===== src/rtl/decode_pipe_ctrl.sv =====
// Handshaked decode stage: decodes one instruction into a registered control bundle and
// stalls load-use dependents. Optional illegal-encoding trap bit under DECODE_ILLEGAL_TRAP_EN.
module decode_pipe_ctrl #(
   parameter int PC_W             = 12,
   parameter int LOAD_USE_BUBBLES = 1
) (
   input  logic            clock,
   input  logic            reset,
   input  logic            flush,
   input  logic            in_valid,
   output logic            in_ready,
   input  logic [31:0]     in_insn,
   input  logic [PC_W-1:0] in_pc,
   output logic            out_valid,
   input  logic            out_ready,
   output logic [31:0]     out_insn,
   output logic [PC_W-1:0] out_pc,
   output logic [4:0]      out_alu_op,
   output logic [4:0]      out_rd,
   output logic [4:0]      out_rs,
   output logic [4:0]      out_rt,
   output logic [11:0]     out_ctrl
);

   localparam logic [4:0] OP_R    = 5'b00000;
   localparam logic [4:0] OP_ADDI = 5'b00101;
   localparam logic [4:0] OP_LW   = 5'b01000;
   localparam logic [4:0] OP_SW   = 5'b00111;
   localparam logic [4:0] OP_BNE  = 5'b00010;
   localparam logic [4:0] OP_BLT  = 5'b00110;
   localparam logic [4:0] OP_J    = 5'b00001;
   localparam logic [4:0] OP_JAL  = 5'b00011;
   localparam logic [4:0] OP_JR   = 5'b00100;
   localparam logic [4:0] OP_BEX  = 5'b10110;
   localparam logic [4:0] OP_SETX = 5'b10101;

   function automatic logic is_legal(input logic [31:0] insn);
      case (insn[31:27])
         OP_R:    return insn[6:2] <= 5'd5;
         OP_ADDI, OP_LW, OP_SW, OP_BNE, OP_BLT, OP_J,
         OP_JAL, OP_JR, OP_BEX, OP_SETX: return 1'b1;
         default: return 1'b0;
      endcase
   endfunction

   function automatic logic [11:0] dec_ctrl(input logic [31:0] insn);
      logic [11:0] c;
      c = '0;
      case (insn[31:27])
         OP_R:    c[0] = is_legal(insn);
         OP_ADDI: begin c[0] = 1'b1; c[3] = 1'b1; end
         OP_LW:   begin c[0] = 1'b1; c[1] = 1'b1; c[3] = 1'b1; end
         OP_SW:   begin c[2] = 1'b1; c[3] = 1'b1; end
         OP_BNE:  c[4] = 1'b1;
         OP_BLT:  c[5] = 1'b1;
         OP_J:    c[6] = 1'b1;
         OP_JAL:  begin c[0] = 1'b1; c[7] = 1'b1; end
         OP_JR:   c[8] = 1'b1;
         OP_BEX:  c[9] = 1'b1;
         OP_SETX: begin c[0] = 1'b1; c[10] = 1'b1; end
         default: c = '0;
      endcase
`ifdef DECODE_ILLEGAL_TRAP_EN
      c[11] = ~is_legal(insn);
`else
      c[11] = 1'b0;
`endif
      return c;
   endfunction

   function automatic logic [4:0] dec_alu(input logic [31:0] insn);
      case (insn[31:27])
         OP_R:           return insn[6:2];
         OP_BNE, OP_BLT: return 5'b00001;
         default:        return 5'b00000;
      endcase
   endfunction

   // Register 0 and illegal encodings never create a dependency.
   function automatic logic reads_reg(input logic [31:0] insn, input logic [4:0] r);
      logic rd_hit, rs_hit, rt_hit;
      rd_hit = insn[26:22] == r;
      rs_hit = insn[21:17] == r;
      rt_hit = insn[16:12] == r;
      if (r == 5'd0 || !is_legal(insn)) return 1'b0;
      case (insn[31:27])
         OP_R:                  return rs_hit | rt_hit;
         OP_ADDI, OP_LW:        return rs_hit;
         OP_SW, OP_BNE, OP_BLT: return rd_hit | rs_hit;
         OP_JR:                 return rd_hit;
         default:               return 1'b0;
      endcase
   endfunction

   logic [2:0] bub_cnt;
   logic [4:0] lw_rd;
   logic       held_lw;
   logic       hazard;
   logic       xfer_in;
   logic       xfer_out;

   assign held_lw  = out_valid & out_ctrl[1];
   assign hazard   = in_valid & ((held_lw & reads_reg(in_insn, out_rd)) |
                                 ((bub_cnt != 3'd0) & reads_reg(in_insn, lw_rd)));
   // Valid/ready: a beat moves when valid & ready are both high at the rising edge;
   // in_ready already excludes flush, so a flushed cycle never accepts.
   assign in_ready = ~reset & ~flush & (~out_valid | out_ready) & ~hazard;
   assign xfer_in  = in_valid & in_ready;
   assign xfer_out = out_valid & out_ready;

   always_ff @(posedge clock) begin
      if (reset) begin
         out_valid  <= 1'b0;
         bub_cnt    <= 3'd0;
         lw_rd      <= 5'd0;
         out_insn   <= '0;
         out_pc     <= '0;
         out_alu_op <= '0;
         out_rd     <= '0;
         out_rs     <= '0;
         out_rt     <= '0;
         out_ctrl   <= '0;
      end else if (flush) begin
         out_valid <= 1'b0;
         bub_cnt   <= 3'd0;
      end else begin
         if (xfer_in) begin
            out_valid  <= 1'b1;
            out_insn   <= in_insn;
            out_pc     <= in_pc;
            out_alu_op <= dec_alu(in_insn);
            out_rd     <= in_insn[26:22];
            out_rs     <= in_insn[21:17];
            out_rt     <= in_insn[16:12];
            out_ctrl   <= dec_ctrl(in_insn);
         end else if (xfer_out) begin
            out_valid <= 1'b0;
         end
         // A lw leaving the stage opens the bubble window for its destination.
         if (xfer_out && out_ctrl[1]) begin
            bub_cnt <= 3'(LOAD_USE_BUBBLES);
            lw_rd   <= out_rd;
         end else if (bub_cnt != 3'd0) begin
            bub_cnt <= bub_cnt - 3'd1;
         end
      end
   end

endmodule

===== config.mk =====
export PLATFORM = sky130hd
export DESIGN_NAME = decode_pipe_ctrl
export DESIGN_NICKNAME = d
export VERILOG_FILES = /design/src/rtl/decode_pipe_ctrl.sv
export SDC_FILE = /design/constraint.sdc
export NUM_CORES = 1
export LEC_CHECK = 0
export CORE_MARGIN = 2
export CORE_UTILIZATION = 50
export CTS_CLUSTER_DIAMETER = 120
export CTS_CLUSTER_SIZE = 30
export DETAILED_ROUTE_END_ITERATION = 10
export PLACE_DENSITY = 0.83
export SYNTH_ARGS = -nofsm -noshare
export SYNTH_HDL_FRONTEND = slang
export SYNTH_SLANG_ARGS = --single-unit

===== constraint.sdc =====
create_clock -name clock -period 6.2 [get_ports clock]
set_input_delay 1.24 -clock clock [delete_from_list [all_inputs] [get_ports clock]]
set_output_delay 1.24 -clock clock [all_outputs]
set_load 0.05 [all_outputs]

==> results.json <==
{
  "slew_viol_final": 0,
  "ys_warn_count": 0,
  "place_congestion": 0.9706,
  "status": "complete, no violations",
  "diodes": 0,
  "fill_cells": 630,
  "crit_slowest_cell": "clkdlybuf4s50_1",
  "crit_type": "in -> out",
  "hold_viol_final": 0,
  "yosys_most_used_dff": "dfxtp_1",
  "hpwl_mm": 6.542,
  "rows": 32,
  "postCtsHoldBufs": 0,
  "crit_family": "buffers and inverters",
  "syn_avg_cell_area_sq_um": 9.307,
  "synth_edf_count": 0,
  "synth.top_cells.by_count": "nand2b_1 (109), dfxtp_1 (69), mux2i_1 (64)",
  "cp-start-kind": "input port",
  "cts_made_buffers": 9,
  "ys_seq_area_frac": 0.3517,
  "drtIter0Drc": 122,
  "grt_overflow_total": 0,
  "nNetsFinal": 564,
  "maxSlewHeadroom": 0.3052,
  "syn_area_sq_mm": 0.003928,
  "cts_root_buffer": "clkbuf_8",
  "dieArea_sq_mm": 0.008580,
  "finalSetupViolations": 0,
  "cap_violations": 0,
  "core_sq_mm": 0.007687,
  "drive_gt1_frac": 0.04633,
  "synth.distinct_cells": 44,
  "cp.arrival_ps": 4280,
  "grt_pass1_vias": 3096,
  "rsz0062_at_grt": "no",
  "crit_fanout": 16,
  "drc": 0,
  "vias_per_cell": 5.153,
  "crit_chain": "clkdlybuf4s50_1 -> and2_1 -> o21ai_0 -> a2111oi_0 -> o21ai_1 -> o21ai_0 -> nor3b_1 -> clkdlybuf4s50_1",
  "grt_usage": 0.2151,
  "async_reset_ff_frac": 0,
  "path_clk_slew_ps": 80,
  "ys_ff_latch": 69,
  "htree_levels": 3,
  "routed_wl_mm": 9.247,
  "leakage_nw": 2.237,
  "cts_sinks": 69,
  "die_h_um": 92.63,
  "period_needed_ps": 5517,
  "max_stage_delay_ps": 860,
  "antenna_left": 0,
  "die_w_um": 92.63,
  "yosysTopAreaCell": "dfxtp_1",
  "grt_pass1_wl_mm": 14.78,
  "min_path_cells": 2,
  "yosysMostFrequentCell": "nand2b_1",
  "crit_cells": 8,
  "wl_per_cell_um": 14.91,
  "tightest_slew_ps": 1037,
  "vias": 3195,
  "reg2regPathDepth": 8,
  "power.density_mw_per_mm2": 211.4,
  "synthTopCellsByArea": "dfxtp_1 (35%), nand2b_1 (17%), mux2i_1 (16%)",
  "peakVddDrop_mv": 0.1326,
  "start_util": 0.5109,
  "worstSetupEndpointType": "output port",
  "portBuffers": 125,
  "clock_latency_ps": 360,
  "fmax_ghz": 0.1813,
  "period_share": 0.8899,
  "clock_skew_ps": 18.40,
  "io-pin-count": 127,
  "antenna_found_initial": 0,
  "cts_resized": 0,
  "hold_path.class": "reg -> reg",
  "syn_to_final_growth_pct": 33.07,
  "post-cts-setup-buffer-count": 0,
  "clk_path_buf_depth": 2,
  "crit_required_ps": 4960,
  "synthesis.nets": 473,
  "worst-path-buf-inv": 2,
  "final.setup.tns_ps": 0,
  "dr.pass1.iters": 5,
  "cts_tree": "built",
  "syn_inst": 422,
  "rrSetupSlack_ps": 3260,
  "synth_top_area_frac": 0.3517,
  "fin_util": 0.6799,
  "grt_max_degree": 118
}
logic make-up (layout without fill, tap and decap cells):
logic type / Yosys count / in the layout / synth area share
AOI/OAI and AO/OA: 26 / 26 / 0.04874
xor gates and xnor gates: 31 / 31 / 0.06913
buffers and inverters: 50 / 146 / 0.09207
adders and majority gates: 2 / 2 / 0.006370
other: 1 / 1 / 0.0009548
muxes: 65 / 65 / 0.1660
DFF: 69 / 69 / 0.3517
and+or+nand+nor: 178 / 178 / 0.2651
path summary, 6_finish.rpt:
check                             startpoint        end
worst max-delay path             in_insn[29]   in_ready
worst min-delay path               out_pc[7]  out_pc[7]
worst max register to register  out_insn[23]  out_pc[9]
worst min register to register     out_pc[7]  out_pc[7]
sequential cells by signal, summed over array words and instances (netlist names):
signal / flops
out_pc: 12
out_ctrl: 11
out_alu_op: 5
out_valid: 1
lw_rd: 5
out_insn: 32
bub_cnt: 3
report_power, final:
group          switching (W)  internal, W  leakage, nW  total, W
logic               0.000111    0.0000882         1.56  0.000199
registers         0.00000865     0.000454        0.559  0.000462
clock network       0.000177     0.000267        0.116  0.000444
layout make-up:
cell class	count	area, sq um	area share
Inverter	3	11.26	0.002155
Clock inverter	6	111.4	0.02131
Multi-Input combinational cell	303	2193	0.4197
Timing Repair Buffer	127	1274	0.2437
Sequential cell	69	1381	0.2643
Clock buffer	10	127.6	0.02442
Tap cell	102	127.6	0.02442
tightest hold or removal path: stages, from the launching register on:
cell	delay (ps)
dfxtp_1	310
nand2b_1	60
mux2i_1	60
routing by layer:
metal	global-route usage	vias up	wire length [um]
met5	0	-	0
met3	0.05126	28	534
met4	0.1042	0	284
li1	-	1565	-
met1	0.2793	1493	4054
met2	0.3364	109	4374
cells in the final DEF (no fill, tap or decap), types with 2 or more instances in the layout:
| cell | n |
|---|---|
| nor4_1 | 5 |
| nor2b_1 | 3 |
| ha_1 | 2 |
| a211oi_1 | 2 |
| nor3_1 | 4 |
| mux2i_1 | 64 |
| nand3b_1 | 2 |
| nand2_1 | 16 |
| xor2_1 | 18 |
| inv_1 | 3 |
| clkbuf_8 | 9 |
| xnor2_1 | 13 |
| o311a_1 | 2 |
| nand2b_1 | 109 |
| nand3_1 | 4 |
| or4_1 | 3 |
| clkdlybuf4s50_1 | 124 |
| or2_2 | 3 |
| nor3b_1 | 2 |
| nor2_1 | 18 |
| o211ai_1 | 2 |
| o21ai_0 | 7 |
| bufinv_16 | 3 |
| a21oi_1 | 3 |
| dfxtp_1 | 69 |
| nor4b_1 | 2 |
| nand4_1 | 2 |
stage by stage:
step | std cells | hold slack (ps) | total power (W) | cell area (sq um) | worst slack (ps)
6_report | 620 | 477.0 | 0.001105 | 5226 | 682.8
5_1_grt | 620 | 496.5 | 0.001146 | 5226 | 341.2
4_1_cts | 620 | 478.9 | 0.001113 | 5226 | 776.1
3_5_place_dp | 604 | 465.8 | 0.0006709 | 4987 | 790.4
3_3_place_gp | 604 | 460.1 | 0.0006674 | 4987 | 827.2
2_1_floorplan | 422 | 470.9 | 0.0006042 | 3928 | 1521
No activity file was read; power rests on OpenSTA's default activity.
